**src/rtl/pipe_pkg.sv**
```systemverilog
// Shared definitions for the pipeline sequencer: state encoding, NOP word,
// register-address width and the bundle of per-cycle pipeline controls.
package pipe_pkg;

  localparam int REG_AW = 3;
  localparam logic [15:0] NOP_INSTR = 16'h0800;

  typedef enum logic [2:0] {
    RUN        = 3'd0,
    FETCH_WAIT = 3'd1,
    MEM_WAIT   = 3'd2,
    DRAIN      = 3'd3,
    HALTED     = 3'd4
  } state_t;

  typedef struct packed {
    logic pcEn;
    logic ifidEn;
    logic ifidFlush;
    logic idexBubble;
    logic exmemEn;
  } ctrl_t;

endpackage

```
**src/rtl/pipe_hazard_ctrl_if.sv**
```systemverilog
// Signal bundle between the pipeline datapath (master) and the hazard
// sequencer (slave). All controls are level signals sampled every cycle;
// there is no valid/ready handshake, the sequencer answers combinationally
// in the same cycle its inputs are presented.
interface pipe_hazard_ctrl_if #(parameter int CNT_W = 16);
  import pipe_pkg::*;

  logic [REG_AW-1:0] id_rs_addr;
  logic              id_rs_valid;
  logic [REG_AW-1:0] id_rt_addr;
  logic              id_rt_valid;
  logic              id_halt;
  logic [REG_AW-1:0] ex_wr_addr;
  logic              ex_reg_write;
  logic              ex_mem_read;
  logic [REG_AW-1:0] mem_wr_addr;
  logic              mem_reg_write;
  logic              ex_redirect;
  logic              imem_stall;
  logic              dmem_stall;
  logic              pc_en;
  logic              ifid_en;
  logic              ifid_flush;
  logic              idex_bubble;
  logic              exmem_en;
  logic              halt_out;
  logic [CNT_W-1:0]  stall_cnt;
  logic [2:0]        state_out;

  modport master (
    output id_rs_addr, id_rs_valid, id_rt_addr, id_rt_valid, id_halt,
    output ex_wr_addr, ex_reg_write, ex_mem_read, mem_wr_addr, mem_reg_write,
    output ex_redirect, imem_stall, dmem_stall,
    input  pc_en, ifid_en, ifid_flush, idex_bubble, exmem_en,
    input  halt_out, stall_cnt, state_out
  );

  modport slave (
    input  id_rs_addr, id_rs_valid, id_rt_addr, id_rt_valid, id_halt,
    input  ex_wr_addr, ex_reg_write, ex_mem_read, mem_wr_addr, mem_reg_write,
    input  ex_redirect, imem_stall, dmem_stall,
    output pc_en, ifid_en, ifid_flush, idex_bubble, exmem_en,
    output halt_out, stall_cnt, state_out
  );

endinterface

```
**src/rtl/pipe_hazard_ctrl_hazard_cmp.sv**
```systemverilog
// Source/destination comparator: flags when a pending register write
// targets either source register read by the instruction in ID.
module hazard_cmp
  import pipe_pkg::*;
(
  input  logic [REG_AW-1:0] rsAddr,
  input  logic              rsValid,
  input  logic [REG_AW-1:0] rtAddr,
  input  logic              rtValid,
  input  logic [REG_AW-1:0] wrAddr,
  input  logic              wrEn,
  output logic              hit
);

  // A write only conflicts with a source that is actually read.
  always_comb begin
    hit = wrEn && ((rsValid && (rsAddr == wrAddr)) ||
                   (rtValid && (rtAddr == wrAddr)));
  end

endmodule

```
**src/rtl/pipe_hazard_ctrl.sv**
```systemverilog
// Pipeline sequencer: turns hazards, redirects and memory stalls into
// PC / IF/ID / ID/EX / EX/MEM controls, drains the pipe after HALT and
// counts cycles in which the PC was held.
module pipe_hazard_ctrl
  import pipe_pkg::*;
#(
  parameter bit FWD_EN       = 1'b0,
  parameter int DRAIN_CYCLES = 3,
  parameter int CNT_W        = 16
) (
  input  logic             clk,
  input  logic             rst,
  pipe_hazard_ctrl_if.slave bus
);

  localparam int DW = (DRAIN_CYCLES < 2) ? 1 : $clog2(DRAIN_CYCLES + 1);

  state_t           state;
  logic [DW-1:0]    drainCnt;
  logic [CNT_W-1:0] stallCnt;
  logic             haltOut;
  logic             exHit;
  logic             memHit;
  logic             haz;
  ctrl_t            ctrl;

  hazard_cmp uExCmp (
    .rsAddr (bus.id_rs_addr),
    .rsValid(bus.id_rs_valid),
    .rtAddr (bus.id_rt_addr),
    .rtValid(bus.id_rt_valid),
    .wrAddr (bus.ex_wr_addr),
    .wrEn   (bus.ex_reg_write),
    .hit    (exHit)
  );

  hazard_cmp uMemCmp (
    .rsAddr (bus.id_rs_addr),
    .rsValid(bus.id_rs_valid),
    .rtAddr (bus.id_rt_addr),
    .rtValid(bus.id_rt_valid),
    .wrAddr (bus.mem_wr_addr),
    .wrEn   (bus.mem_reg_write),
    .hit    (memHit)
  );

  // With forwarding only a load in EX can't be bypassed in time; without it
  // every in-flight write to a source register must retire first.
  always_comb begin
    haz = (exHit && (!FWD_EN || bus.ex_mem_read)) || (!FWD_EN && memHit);
  end

  // Zero-latency pipeline controls from the current state and inputs.
  always_comb begin
    ctrl.pcEn       = 1'b1;
    ctrl.ifidEn     = 1'b1;
    ctrl.ifidFlush  = 1'b0;
    ctrl.idexBubble = 1'b0;
    ctrl.exmemEn    = 1'b1;
    case (state)
      HALTED: begin
        ctrl.pcEn       = 1'b0;
        ctrl.ifidEn     = 1'b0;
        ctrl.ifidFlush  = 1'b1;
        ctrl.idexBubble = 1'b1;
        ctrl.exmemEn    = 1'b0;
      end
      DRAIN: begin
        ctrl.pcEn       = 1'b0;
        ctrl.ifidFlush  = 1'b1;
        ctrl.idexBubble = 1'b1;
        ctrl.exmemEn    = !bus.dmem_stall;
      end
      default: begin
        if (bus.dmem_stall) begin
          ctrl.pcEn    = 1'b0;
          ctrl.ifidEn  = 1'b0;
          ctrl.exmemEn = 1'b0;
        end else if (bus.ex_redirect) begin
          ctrl.ifidFlush  = 1'b1;
          ctrl.idexBubble = 1'b1;
        end else if (haz) begin
          ctrl.pcEn       = 1'b0;
          ctrl.ifidEn     = 1'b0;
          ctrl.idexBubble = 1'b1;
        end else if (bus.imem_stall) begin
          ctrl.pcEn      = 1'b0;
          ctrl.ifidFlush = 1'b1;
        end
      end
    endcase
  end

  // Sequencer state, drain countdown, sticky halt flag and stall counter.
  always_ff @(posedge clk) begin
    if (!rst) begin
      state    <= RUN;
      drainCnt <= '0;
      stallCnt <= '0;
      haltOut  <= 1'b0;
    end else begin
      if (!ctrl.pcEn && (state != HALTED) && (stallCnt != '1))
        stallCnt <= stallCnt + 1'b1;
      case (state)
        DRAIN: begin
          if (bus.ex_redirect) begin
            state    <= RUN;
            drainCnt <= '0;
          end else if (!bus.dmem_stall) begin
            drainCnt <= drainCnt - 1'b1;
            if (drainCnt <= DW'(1)) begin
              state   <= HALTED;
              haltOut <= 1'b1;
            end
          end
        end
        HALTED: begin
          state <= HALTED;
        end
        default: begin
          if (bus.dmem_stall) begin
            state <= MEM_WAIT;
          end else if (bus.ex_redirect || haz) begin
            state <= RUN;
          end else if (bus.imem_stall) begin
            state <= FETCH_WAIT;
          end else if (bus.id_halt) begin
            state    <= DRAIN;
            drainCnt <= DW'(DRAIN_CYCLES);
          end else begin
            state <= RUN;
          end
        end
      endcase
    end
  end

  assign bus.pc_en       = ctrl.pcEn;
  assign bus.ifid_en     = ctrl.ifidEn;
  assign bus.ifid_flush  = ctrl.ifidFlush;
  assign bus.idex_bubble = ctrl.idexBubble;
  assign bus.exmem_en    = ctrl.exmemEn;
  assign bus.halt_out    = haltOut;
  assign bus.stall_cnt   = stallCnt;
  assign bus.state_out   = state;

endmodule

```
**src/flat_wrapper.sv**
```systemverilog
// flat-port wrapper written by rule: the top's interface ports become plain ports
module pipe_hazard_ctrl_flat import pipe_pkg::*;
#(
  parameter bit FWD_EN       = 1'b0,
  parameter int DRAIN_CYCLES = 3,
  parameter int CNT_W        = 16
)
  (clk, rst, bus_id_rs_addr, bus_id_rs_valid, bus_id_rt_addr, bus_id_rt_valid, bus_id_halt, bus_ex_wr_addr, bus_ex_reg_write, bus_ex_mem_read, bus_mem_wr_addr, bus_mem_reg_write, bus_ex_redirect, bus_imem_stall, bus_dmem_stall, bus_pc_en, bus_ifid_en, bus_ifid_flush, bus_idex_bubble, bus_exmem_en, bus_halt_out, bus_stall_cnt, bus_state_out);
  pipe_hazard_ctrl_if #(.CNT_W(CNT_W)) bus_i ();
  input  logic clk;
  input  logic rst;
  input wire logic [$bits(bus_i.id_rs_addr)-1:0] bus_id_rs_addr;
  input wire logic [$bits(bus_i.id_rs_valid)-1:0] bus_id_rs_valid;
  input wire logic [$bits(bus_i.id_rt_addr)-1:0] bus_id_rt_addr;
  input wire logic [$bits(bus_i.id_rt_valid)-1:0] bus_id_rt_valid;
  input wire logic [$bits(bus_i.id_halt)-1:0] bus_id_halt;
  input wire logic [$bits(bus_i.ex_wr_addr)-1:0] bus_ex_wr_addr;
  input wire logic [$bits(bus_i.ex_reg_write)-1:0] bus_ex_reg_write;
  input wire logic [$bits(bus_i.ex_mem_read)-1:0] bus_ex_mem_read;
  input wire logic [$bits(bus_i.mem_wr_addr)-1:0] bus_mem_wr_addr;
  input wire logic [$bits(bus_i.mem_reg_write)-1:0] bus_mem_reg_write;
  input wire logic [$bits(bus_i.ex_redirect)-1:0] bus_ex_redirect;
  input wire logic [$bits(bus_i.imem_stall)-1:0] bus_imem_stall;
  input wire logic [$bits(bus_i.dmem_stall)-1:0] bus_dmem_stall;
  output wire logic [$bits(bus_i.pc_en)-1:0] bus_pc_en;
  output wire logic [$bits(bus_i.ifid_en)-1:0] bus_ifid_en;
  output wire logic [$bits(bus_i.ifid_flush)-1:0] bus_ifid_flush;
  output wire logic [$bits(bus_i.idex_bubble)-1:0] bus_idex_bubble;
  output wire logic [$bits(bus_i.exmem_en)-1:0] bus_exmem_en;
  output wire logic [$bits(bus_i.halt_out)-1:0] bus_halt_out;
  output wire logic [$bits(bus_i.stall_cnt)-1:0] bus_stall_cnt;
  output wire logic [$bits(bus_i.state_out)-1:0] bus_state_out;
  assign bus_i.id_rs_addr = bus_id_rs_addr;
  assign bus_i.id_rs_valid = bus_id_rs_valid;
  assign bus_i.id_rt_addr = bus_id_rt_addr;
  assign bus_i.id_rt_valid = bus_id_rt_valid;
  assign bus_i.id_halt = bus_id_halt;
  assign bus_i.ex_wr_addr = bus_ex_wr_addr;
  assign bus_i.ex_reg_write = bus_ex_reg_write;
  assign bus_i.ex_mem_read = bus_ex_mem_read;
  assign bus_i.mem_wr_addr = bus_mem_wr_addr;
  assign bus_i.mem_reg_write = bus_mem_reg_write;
  assign bus_i.ex_redirect = bus_ex_redirect;
  assign bus_i.imem_stall = bus_imem_stall;
  assign bus_i.dmem_stall = bus_dmem_stall;
  assign bus_pc_en = bus_i.pc_en;
  assign bus_ifid_en = bus_i.ifid_en;
  assign bus_ifid_flush = bus_i.ifid_flush;
  assign bus_idex_bubble = bus_i.idex_bubble;
  assign bus_exmem_en = bus_i.exmem_en;
  assign bus_halt_out = bus_i.halt_out;
  assign bus_stall_cnt = bus_i.stall_cnt;
  assign bus_state_out = bus_i.state_out;
  pipe_hazard_ctrl #(.FWD_EN(FWD_EN), .DRAIN_CYCLES(DRAIN_CYCLES), .CNT_W(CNT_W)) u_core (.clk(clk), .rst(rst), .bus(bus_i));
endmodule
```
**config.mk**
```make
export PLATFORM = sky130hd
export DESIGN_NAME = pipe_hazard_ctrl_flat
export DESIGN_NICKNAME = d
export VERILOG_FILES = /design/src/rtl/pipe_pkg.sv /design/src/rtl/pipe_hazard_ctrl_if.sv /design/src/rtl/pipe_hazard_ctrl_hazard_cmp.sv /design/src/rtl/pipe_hazard_ctrl.sv /design/src/flat_wrapper.sv
export SDC_FILE = /design/constraint.sdc
export NUM_CORES = 1
export LEC_CHECK = 0
export CAP_MARGIN = 20
export CORE_MARGIN = 2
export CORE_UTILIZATION = 45
export DETAILED_ROUTE_END_ITERATION = 6
export GPL_ROUTABILITY_DRIVEN = 0
export GPL_TIMING_DRIVEN = 0
export PLACE_DENSITY = 0.81
export SYNTH_ARGS = -nofsm -noshare
export SYNTH_HDL_FRONTEND = slang
export SYNTH_SLANG_ARGS = --single-unit
```
**constraint.sdc**
```tcl
create_clock -name clk -period 2.85 [get_ports clk]
set_input_delay 0.855 -clock clk [delete_from_list [all_inputs] [get_ports clk]]
set_output_delay 0.855 -clock clk [all_outputs]
set_load 0.05 [all_outputs]
```
**Yosys cells after proc, flatten, opt, wreduce, memory -nomap -nowiden**

Index checks and enable logic that the tools add are counted.

- Word-level logic and storage cells: 72
- Flip-flop bits (word level): 22
- Input port bits: 23
- Output and inout port bits: 25

- Eq/ne operators: 14
- Add/subtract/negate cells: 2
- Reduce and logical (&&, ||, !) cells: 19
- Bitwise operators: 3
- Order comparisons: 1
- Multiplexer cells: 29

Operators with widths:

| operator | count |
|---|---|
| two-way mux 2 bit | 11 |
| two-way mux 3 bit | 6 |
| adder 16 x 1 -> 16 bit, second input constant | 1 |
| != test 16 bit, second input constant | 1 |
| == test 3 bit | 4 |
| case mux 3 bit (2 select lines) | 2 |
| logical AND 1 bit | 8 |
| two-way mux 1 bit | 8 |
| != test 3 bit, second input constant | 2 |
| AND reduction 6 bit | 1 |
| logical OR 1 bit | 4 |
| != test 2 x 1 -> 1 bit, second input constant | 2 |
| != test 2 bit, second input constant | 2 |
| case mux 2 bit (2 select lines) | 1 |
| AND reduction 4 bit | 1 |
| == test 3 x 2 -> 1 bit, second input constant | 1 |
| == test 3 bit, second input constant | 1 |
| != test 3 x 2 -> 1 bit, second input constant | 1 |
| NOT 1 bit | 3 |
| less-or-equal comparator 2 x 1 -> 1 bit, second input constant | 1 |
| zero test 1 bit | 2 |
| case mux 1 bit (2 select lines) | 1 |
| AND reduction 2 bit | 1 |
| nonzero test 2 bit | 1 |
| 2 further kinds | 2 |

**Logic depth before layout (Yosys ltp)**

Gate-level depths: netlist of the first run.

- Depth after elaboration: 12
- Mapped depth: 9

**Modules after synthesis**

From an unflattened synthesis of the first run, not the netlist that was laid out.

- Cells, all modules: 167
- Area total of the unflattened synthesis: 1360.1 sq um

Modules (own cells, without submodules):

| module | area each (sq um) | cells an instance | seq. area each (sq um) | instances |
|---|---|---|---|---|
| pipe_hazard_ctrl | 1214.9 | 149 | 440.4 | 1 |
| hazard_cmp | 72.6 | 9 | 0.0 | 2 |

**Least setup slack after synthesis of the first run**

No wires, ideal clock.

- Kind: input to output
- From: in bus_id_rt_addr[1]
- To: out bus_idex_bubble
- Data arrival time: 2572 ps
- Stages on the path: 5
- Slack: -577 ps
- Cells stage by stage: xnor2_1 nand4_1 a21boi_0 a211oi_1 o21ai_0

- Word-level cells in the longest chain between the ends: 9
- Elaborated cells between the ends (all ways): 13
- Classes of those cells: 2 x eq/ne; 4 x mux; 7 x reduce/logical

RTL lines:

| element | line | RTL |
|---|---|---|
| from (decl) | flat_wrapper.sv:14 | `input wire logic [$bits(bus_i.id_rt_addr)-1:0] bus_id_rt_addr;` |
| == test 3 bit | pipe_hazard_ctrl_hazard_cmp.sv:18 | `(rtValid && (rtAddr == wrAddr)));` |
| logical AND 1 bit | pipe_hazard_ctrl_hazard_cmp.sv:18 |  |
| logical OR 1 bit | pipe_hazard_ctrl_hazard_cmp.sv:17 | `hit = wrEn && ((rsValid && (rsAddr == wrAddr)) \|\|` |
| logical AND 1 bit | pipe_hazard_ctrl_hazard_cmp.sv:17 |  |
| logical OR 1 bit * | pipe_hazard_ctrl.sv:50 | `haz = (exHit && (!FWD_EN \|\| bus.ex_mem_read)) \|\| (!FWD_EN && memHit);` |
| two-way mux 1 bit * | pipe_hazard_ctrl.sv:82 | `end else if (haz) begin` |
| two-way mux 2 bit * | pipe_hazard_ctrl.sv:79 | `end else if (bus.ex_redirect) begin` |
| two-way mux 2 bit * | pipe_hazard_ctrl.sv:75 | `if (bus.dmem_stall) begin` |
| case mux 3 bit (2 select lines) * | pipe_hazard_ctrl.sv:60 | `case (state)` |
| to (decl) | flat_wrapper.sv:28 | `output wire logic [$bits(bus_i.idex_bubble)-1:0] bus_idex_bubble;` |

Every way passes the cells marked *; elsewhere a longest branch is shown, timed or not.

**Worst setup path in the final report of the first run**

- From: in bus_ex_wr_addr[2]
- To: out bus_ifid_flush

- Word-level cells in the longest chain between the ends: 9
- Elaborated cells between the ends (all ways): 11
- Classes of those cells: 2 x eq/ne; 4 x mux; 5 x reduce/logical

RTL lines:

| element | line | RTL |
|---|---|---|
| from (decl) | flat_wrapper.sv:17 | `input wire logic [$bits(bus_i.ex_wr_addr)-1:0] bus_ex_wr_addr;` |
| == test 3 bit (on tied branches) | pipe_hazard_ctrl_hazard_cmp.sv:17, pipe_hazard_ctrl_hazard_cmp.sv:18 |  |
| logical AND 1 bit (on tied branches) | pipe_hazard_ctrl_hazard_cmp.sv:17, pipe_hazard_ctrl_hazard_cmp.sv:18 |  |
| logical OR 1 bit * | pipe_hazard_ctrl_hazard_cmp.sv:17 |  |
| logical AND 1 bit * | pipe_hazard_ctrl_hazard_cmp.sv:17 |  |
| logical OR 1 bit * | pipe_hazard_ctrl.sv:50 |  |
| two-way mux 1 bit * | pipe_hazard_ctrl.sv:82 |  |
| two-way mux 2 bit * | pipe_hazard_ctrl.sv:79 |  |
| two-way mux 2 bit * | pipe_hazard_ctrl.sv:75 |  |
| case mux 3 bit (2 select lines) * | pipe_hazard_ctrl.sv:60 |  |
| to (decl) | flat_wrapper.sv:27 | `output wire logic [$bits(bus_i.ifid_flush)-1:0] bus_ifid_flush;` |

Marks and branches as above.

==> results of run 1 <==
[path summary, 6_finish.rpt]
path / start / end / slack, ns / cells past startpoint
max: bus_ex_wr_addr[2] / bus_ifid_flush / -0.03 / 8
min: u_core.bus.stall_cnt[5] / u_core.bus.stall_cnt[5] / 0.51 / 2
max reg2reg: u_core.bus.state_out[1] / u_core.bus.stall_cnt[15] / 0.70 / 9
min reg2reg: u_core.bus.stall_cnt[5] / u_core.bus.stall_cnt[5] / 0.51 / 2
[area by class of cell]
class	count	area share, %
Inverter	4	0.709
Buffer	5	1.36
Tap cell	33	1.95
Clock buffer	3	1.06
Multi-Input combinational cell	141	49.3
Timing Repair Buffer	54	24.8
Sequential cell	22	20.8
[cells in the mapped netlist, drive strengths merged]
master   number  area, um^2
or2           2        12.5
ha            2        25.0
and2          3        18.8
o311a         2        20.0
a21o          1        7.51
o221a         1        11.3
nor3          6        35.0
nand3         9        45.0
clkbuf        2        7.51
a211oi        1        7.51
nand2b        4        25.0
nand2        11        41.3
and3          4        26.3
xnor2        12         105
o21bai        1        7.51
dfxtp        22         440
o2111ai       2        35.0
o21a          7        52.6
mux2i         2        20.0
nor2         10        37.5
nand4        12        75.1
and4          1        8.76
a21boi        1        7.51
nor2b         2        12.5
o211ai        1        7.51
inv           4        15.0
a31oi         2        12.5
o21ai        14        70.1
or4           2        15.0
o31ai         4        35.0
a21oi        15        82.6
or3           7        43.8
buf           5        31.3
[cell families (layout without fill, tap and decap cells)]
logic type               Yosys count  in the layout
AND/OR/NAND/NOR                   73             73
AO/OA/AOI/OAI                     52             52
flip-flops                        22             22
XOR/XNOR                          12             12
buffers and inverters             11             66
adder cells (fa/ha/maj)            2              2
multiplexers                       2              2
[per-layer routing]
layer	vias up	share of wire [%]	routed length (um)	global-route usage [%]
met5	-	0	0	0
met4	0	1.4	57	9.21
met3	6	4.8	200	5.19
met2	50	52	2180	42.2
met1	736	41	1720	27.4
li1	759	-	-	-
[sequential cells by signal, indices dropped and copies added (netlist names)]
register / flops
u_core.bus.stall_cnt: 16
u_core.bus.state_out: 3
u_core.drainCnt: 2
u_core.bus.halt_out: 1
[critical path, delay by kind of cell]
kind            cells  cell delay (ns)
compound gates      4             0.55
buf+inv             2             0.27
simple gates        1             0.20
xor+xnor            1             0.15
[layout by cell type, fill, tap and decap left out, types with 2 or more instances in the layout]
| cell type | instances |
|---|---|
| buf_8 | 5 |
| buf_2 | 5 |
| dlygate4sd2_1 | 6 |
| clkbuf_2 | 2 |
| nand2_1 | 10 |
| and3_1 | 3 |
| o31ai_1 | 3 |
| o21a_1 | 7 |
| a21oi_2 | 3 |
| inv_1 | 2 |
| inv_2 | 2 |
| nand4_1 | 12 |
| a31oi_1 | 2 |
| xnor2_1 | 2 |
| clkbuf_1 | 2 |
| and2_1 | 3 |
| dfxtp_1 | 22 |
| nand3_1 | 9 |
| buf_4 | 8 |
| o311a_1 | 2 |
| mux2i_1 | 2 |
| nor3_1 | 5 |
| nor2b_1 | 2 |
| buf_6 | 8 |
| or3_1 | 7 |
| or4_1 | 2 |
| nand2b_1 | 4 |
| ha_1 | 2 |
| clkdlybuf4s50_1 | 22 |
| xnor2_2 | 10 |
| nor2_1 | 9 |
| a21oi_1 | 11 |
| o21ai_0 | 10 |
| o21ai_2 | 3 |
| clkbuf_4 | 3 |
[what timing repair did]
| item | in CTS | in global routing |
|---|---|---|
| buffers inserted | 4 | 4 |
| pin swaps | 22 | 20 |
| setup endpoints to repair | 5 | 4 |
| resized for setup | 106 | 25 |
| endpoints found under the hold margin | 0 | 0 |
[power groups by stage]
stage          combinational (uW)  clock (uW)  sequential [uW]
6_report                      234         142              324
2_1_floorplan                94.6           0              353
3_3_place_gp                  191           0              330
3_5_place_dp                  197           0              331
5_1_grt                       247         161              326
4_1_cts                       215         143              324
[per-stage QoR]
stage               hold WS [ns]  TNS (ns)  cells  utilization [%]
finish                     0.507   -0.0573    262             70.5
global route               0.544    -0.256    262             70.5
CTS                        0.497    -0.111    259             67.6
detailed placement         0.474     -5.11    253             63.7
global placement           0.456     -4.60    253             63.7
floorplan                  0.463         0    174                -
==> run metrics, run 1 <==
post-synthesis xor/xnor area fraction=between 7 and 8%; Layout Area Growth over Synthesis=51.5%; post-route design area=approximately 2100 um^2; largest family of logic cells by synthesized area=simple AND/OR/NAND/NOR gates; crit-path cells=buf_8, xnor2_2, nand4_1, a21boi_4, a21oi_4, a21oi_2, o21ai_2, buf_6; #FFs+latches synth=22; grt total ovfl=0; Arr. time, crit path=2.02 ns; critical path class=input pin to output port; Multi-input gate area=~1000 um^2; worst hold path class=register to register; Peak VDD IR=0.000208 V; dpl cell area=1910 um^2; root buffer cell=clkbuf_4; Die Area=around 3600 um^2; power per cell area=~330 nW/um^2; vias in the first global route=1483; register area=roughly 440 um^2; RSZ-0062 raised after global routing=true; synthesized-area fraction occupied by and/or/nand/nor cells=28.4%; Layout Nets=about 260; Die X=around 60 um; WP data required=2.00 ns; setup ws final=-0.0295 ns; Flop pwr share=between 40% and 50%; # H-tree levels=1; antenna violation net count after detailed routing=0; Pleak=roughly 0.0008 uW; clock buffer count from CTS=3; core footprint=3000 um^2; post-synthesis sequential area ratio=a little under a third; Tmin final=around 2.9 ns; number of diodes=0; # port buffers=46; failing checks=setup timing; Max Buffers Root-to-Sink=2; crit-path max cell delay=slightly below 0.3 ns; slew margin rel.=approximately half; Worst Clk Skew=between 0.003 and 0.004 ns; Max Fanout on Critical Path=2; First-pass DRT Iterations=4; hpwl dp=3.06 mm; Critical Path End Type=output port; global-route wire length before repair=about 6.5 mm; switching power=around 230 uW; Wirelength per Cell=about 16 um; I/O pin cnt=48; Int Pwr=~470 uW; Mean Syn Cell Area=between 8 and 9 um^2; Post-Syn Instances=174; Yosys Warn Count=0; CTS tree=yes; # fillers=241; Syn Nets=199; Yosys cell types=a little over 40; layout cell share with drive strength beyond 1=between 20% and 30%; initial drt markers=90; Comb pwr share=between 30% and 40%; max_cap viols=0; power share of the clock group=roughly 20%; Chip Height=~60 um; clk sinks=22; total number of vias=~1600; final slew viol count=0; row count=20; CP max stage cell=a21boi_4; starting density of the core=a little under half; Remaining DRCs=0; Adder-Cell Fraction of Synth Area=around 1.8%; clk slew on worst S/H paths=between 0.1 and 0.15 ns; status=finished, violations left; Sw Share=approximately a third; Total Routing Usage GR=23.8%; antenna violations before repair=0; CTS Hold Bufs=0; compound-cell area share of the yosys netlist=between 20% and 30%; post-synthesis instance area=approximately 1400 um^2; Critical Path Source Type=input pin; Tot Pwr=~700 uW; setup violators final=2; worst-skew pair later-pin latency=between 0.3 and 0.4 ns; Post-Route WL=about 4.2 mm; largest net degree at the start of global routing=15; Place WS=-1.26 ns; multiplexer share of the synthesized area=1.43%; final-report hold violation count=0; worst slew pin tran=0.774 ns; via/cell ratio=roughly 5.9; Fmax=347 MHz; fin crit share=101%
(Power assumes the default switching activity.)
==> run 2, diff against run 1 <==
--- a/config.mk
+++ b/config.mk
@@ -12,6 +12,7 @@
 export GPL_ROUTABILITY_DRIVEN = 0
 export GPL_TIMING_DRIVEN = 0
 export PLACE_DENSITY = 0.81
+export SKIP_CTS_REPAIR_TIMING = 1
 export SYNTH_ARGS = -nofsm -noshare
 export SYNTH_HDL_FRONTEND = slang
 export SYNTH_SLANG_ARGS = --single-unit
==> run metrics, run 2 (synthesis results as in run 1) <==
# H-tree levels=1; antenna violations before repair=0; initial drt markers=80; Remaining DRCs=0; largest net degree at the start of global routing=12; worst-skew pair later-pin latency=between 0.3 and 0.4 ns; number of diodes=0; setup violators final=4; Critical Path End Type=output port; WP data required=2.00 ns; Reg2Reg Launch Point=u_core.bus.state_out[0]; commonest non-fill, non-tap cell in the layout=clkdlybuf4s50_1; max reg flops=16; Post-Route WL=~4.1 mm; status=finished, violations left; final slew viol count=0; # port buffers=46; global-route wire length before repair=about 6.4 mm; crit-path most repeated cell=buf_4; Worst Clk Skew=between 0.001 and 0.0015 ns; Critical Path Start=bus_ex_wr_addr[2]; vias in the first global route=roughly 1500; fin crit share=103%; via/cell ratio=roughly 6; Layout Nets=about 260; clk slew on worst S/H paths=between 0.1 and 0.15 ns; r2r endpoint=u_core.bus.stall_cnt[1]; RSZ-0062 raised after global routing=true; setup ws final=-0.0787 ns; commonest non-fill, non-tap cells in the layout=clkdlybuf4s50_1 (23), dfxtp_1 (22), nand4_1 (12), a21oi_1 (11); CTS tree=yes; root buffer cell=clkbuf_4; worst slew pin tran=about 0.75 ns; total number of vias=~1500; final-report hold violation count=0; power per cell area=roughly 330 nW/um^2; critical path class=input pin to output port; Fmax=between 300 and 400 MHz; core footprint=3000 um^2; R2R setup slack=0.85 ns; I/O pin cnt=48; failing checks=setup timing; Layout Area Growth over Synthesis=49.1%; CP Capture Point=bus_pc_en; starting density of the core=a little under half; Chip Height=59.7 um; hpwl dp=around 3.1 mm; Max Fanout on Critical Path=7; row count=20; Max Buffers Root-to-Sink=2; Tmin final=~2.9 ns; Arr. time, crit path=~2.1 ns; layout cell share with drive strength beyond 1=around 22%; Die Area=3570 um^2; clock buffer count from CTS=3; antenna violation net count after detailed routing=0; hold_ws=just over 0.5 ns; Wirelength per Cell=15.5 um; clk sinks=22; crit-path cells=buf_4, xnor2_2, nand4_1, buf_4, a21oi_2, nor3_4, buf_6, buf_8; worst hold path class=register to register; Peak VDD IR=around 0.00023 V; Critical Path Source Type=input pin; Total Routing Usage GR=a little under a quarter; crit-path max cell delay=approximately 0.21 ns; Die X=59.7 um; Place WS=-1.26 ns; setup TNS=-0.202 ns; max_cap viols=0; slew margin rel.=between 40% and 50%; CP max stage cell=a21oi_2; First-pass DRT Iterations=4; r2r worst-path depth=6; grt total ovfl=0; Pleak=between 0.0008 and 0.0009 uW
[run 2: critical path: cells and delay by family]
kind                      cells  cell delay [ns]
buffers and inverters         4             0.61
and+or+nand+nor               2             0.26
AOI/OAI and AO/OA             1             0.21
xor gates and xnor gates      1             0.13
[run 2: final cells by class]
type	instances	area [um^2]
timing repair buffer	52	520
fill	256	920
tap	33	41.3
clock buffer	3	22.5
buffer	6	40.0
inverter	4	15.0
sequential	22	440
multi-input combinational	141	1000
[run 2: worst min path at each step]
stage                                 start                      end  cells past startpoint
floorplan                u_core.drainCnt[1]       u_core.drainCnt[1]                      1
CTS                     u_core.bus.halt_out      u_core.bus.halt_out                      2
detailed placement      u_core.bus.halt_out      u_core.bus.halt_out                      2
finish              u_core.bus.stall_cnt[5]  u_core.bus.stall_cnt[5]                      2
global route        u_core.bus.stall_cnt[1]  u_core.bus.stall_cnt[1]                      2
global placement        u_core.bus.halt_out      u_core.bus.halt_out                      2
[run 2: through the flow]
step | area, um^2 | util [%] | total power, uW | std cells
finish | 2080 | 69.4 | 689 | 261
detailed placement | 1910 | 63.7 | 527 | 253
CTS | 1940 | 64.5 | 664 | 256
floorplan | 1410 | - | 447 | 174
global route | 2080 | 69.4 | 724 | 261
global placement | 1910 | 63.7 | 521 | 253
[run 2: routing by layer]
metal / global-route usage [%] / share of wire (%) / vias to the layer above
met5: 0 / 0 / -
met1: 27.0 / 42 / 727
met3: 5.19 / 4.2 / 10
met2: 41.3 / 51 / 46
met4: 9.21 / 2.3 / 0
li1: - / - / 758
[run 2: power by group]
part / switching, uW / total (uW) / internal, uW
sequential: 8.36 / 324 / 316
combinational: 125 / 223 / 98.4
clock: 92.4 / 142 / 49.4
total: 226 / 689 / 464
==> run 3, diff against run 2 <==
--- a/config.mk
+++ b/config.mk
@@ -7,11 +7,13 @@
 export LEC_CHECK = 0
 export CAP_MARGIN = 20
 export CORE_MARGIN = 2
-export CORE_UTILIZATION = 45
+export CORE_UTILIZATION = 50
+export CTS_BUF_LIST = sky130_fd_sc_hd__clkbuf_2
 export DETAILED_ROUTE_END_ITERATION = 6
+export DONT_BUFFER_PORTS = 1
 export GPL_ROUTABILITY_DRIVEN = 0
 export GPL_TIMING_DRIVEN = 0
-export PLACE_DENSITY = 0.81
+export PLACE_DENSITY = 0.67
 export SKIP_CTS_REPAIR_TIMING = 1
 export SYNTH_ARGS = -nofsm -noshare
 export SYNTH_HDL_FRONTEND = slang
==> run metrics, run 3 (synthesis results as in run 1) <==
commonest non-fill, non-tap cells in the layout=dfxtp_1 (19), xnor2_1 (12), nand4_1 (12), a21oi_1 (11), o21ai_0 (10); Die Area=3230 um^2; root buffer cell=clkbuf_2; Worst Clk Skew=about 0.01 ns; final-report hold violation count=0; r2r worst-path depth=9; setup TNS=0 ns; CP Depth=5; switching power=206 uW; clock buffer count from CTS=3; row count=19; Arr. time, crit path=between 1.5 and 2 ns; Layout Area Growth over Synthesis=11.8%; Tmin final=about 2.8 ns; Die X=roughly 57 um; setup violators final=0; First-pass DRT Iterations=4; I/O pin cnt=between 40 and 50; vias in the first global route=1304; clk slew on worst S/H paths=approximately 0.22 ns; final slew viol count=0; Flop pwr share=50.6%; core footprint=between 2000 and 3000 um^2; power share of the clock group=a little under a third; highest routed layer=met4; R2R setup slack=between 0.4 and 0.5 ns; Critical Path Start=u_core.bus.state_out[0]; crit-path cells=nor2_1, and2_1, nor2_4, o21ai_2, nand2_2; Wirelength per Cell=about 17 um; # port buffers=0; largest net degree at the start of global routing=14; Layout Nets=204; WP data required=about 2.0 ns; Fmax=~360 MHz; Met2 Wirelength=roughly 1.8 mm; worst hold path class=register to register; global-route wire length before repair=about 5.5 mm; met1 WL=1.42 mm; Remaining DRCs=0; Max Fanout on Critical Path=5; Critical Path End Type=output port; Sw Share=between 20% and 30%; CTS tree=yes; number of diodes=0; slew margin rel.=47.9%; r2r endpoint=u_core.bus.stall_cnt[4]; Non-Filler Instances=approximately 210; Peak VDD IR=between 0.0002 and 0.0003 V; grt total ovfl=0; Comb pwr share=between 10% and 20%; worst-skew pair later-pin latency=around 0.32 ns; Worst Path Buf+Inv=0; Reg2Reg Launch Point=u_core.bus.stall_cnt[0]; layout cell share with drive strength beyond 1=roughly 17%; initial drt markers=between 50 and 60; fin crit share=96.6%; Post-Route WL=around 3.5 mm; max_cap viols=0; Met3 Wirelength=just over 200 um; # H-tree levels=1; clk sinks=22; Pleak=approximately 0.00052 uW; antenna violation net count after detailed routing=0; Int Pwr=between 400 and 500 uW; CP Capture Point=bus_ifid_en; power per cell area=between 400 and 500 nW/um^2; antenna violations before repair=0; hpwl dp=between 2 and 3 mm; total number of vias=1372; Critical Path Source Type=register; CP max stage cell=dfxtp_4; Total Routing Usage GR=21.6%; worst slew pin tran=approximately 0.78 ns; placed cell count=between 200 and 250; delay-heaviest family, CP=simple AND/OR/NAND/NOR gates; starting density of the core=51.6%; via/cell ratio=~6.6; critical path class=register to output port; status=complete, no violations; crit-path max cell delay=roughly 0.49 ns; Max Buffers Root-to-Sink=2; max reg flops=16; Chip Height=about 57 um; RSZ-0062 raised after global routing=false; commonest non-fill, non-tap cell in the layout=dfxtp_1
==> run 3: cell count changes in the layout (fill, tap and decap cells not counted), sizes merged <==
| cell | before | now |
|---|---|---|
| bufinv | 0 | 1 |
| buf | 20 | 5 |
| clkdlybuf4s50 | 23 | 0 |
| dlymetal6s2s | 9 | 0 |
| clkbuf | 9 | 5 |
==> run 3: cell type report <==
cell class,instances,area [um^2]
fillers,269,1150
well taps,31,38.8
multi-input cells,141,967
inverters,4,15.0
flip-flops and latches,22,452
clock inverters,1,30.0
plain buffers,7,45.0
clock buffers,3,15.0
==> run 3: per-layer routing <==
layer  up-vias  GRT usage (%)
li1        656              -
met1       672           23.5
met2        36           39.0
met3         8           5.30
met4         0           9.63
met5         -              0
==> run 3: per-stage QoR <==
step / hold WS [ns] / total power, uW / util, % / instance area (um^2) / worst slack [ns]
3_3_place_gp: 0.478 / 462 / 53.6 / 1450 / -0.0730
3_5_place_dp: 0.491 / 466 / 53.6 / 1450 / -0.0746
4_1_cts: 0.544 / 686 / 55.2 / 1500 / -0.403
5_1_grt: 0.572 / 714 / 57.7 / 1560 / 0.0172
6_report: 0.552 / 687 / 57.7 / 1560 / 0.0960
2_1_floorplan: 0.463 / 447 / - / 1410 / 0.0565
==> run 3: worst min-delay path by stage <==
stage | from | end | slack (ns) | depth (start not counted)
after floorplan | u_core.drainCnt[1] | u_core.drainCnt[1] | 0.46 | 1
after global placement | u_core.drainCnt[1] | u_core.drainCnt[1] | 0.48 | 1
after detailed placement | u_core.drainCnt[1] | u_core.drainCnt[1] | 0.49 | 1
after CTS | u_core.drainCnt[1] | u_core.drainCnt[1] | 0.54 | 1
after global routing | u_core.drainCnt[1] | u_core.drainCnt[1] | 0.57 | 1
final | u_core.drainCnt[1] | u_core.drainCnt[1] | 0.55 | 1
==> run 3: power by group through the flow <==
stage | Clock (uW) | Sequential, uW | Combinational [uW]
global route | 234 | 349 | 131
global placement | 0 | 355 | 108
CTS | 226 | 349 | 112
finish | 218 | 348 | 121
floorplan | 0 | 353 | 94.6
detailed placement | 0 | 355 | 111
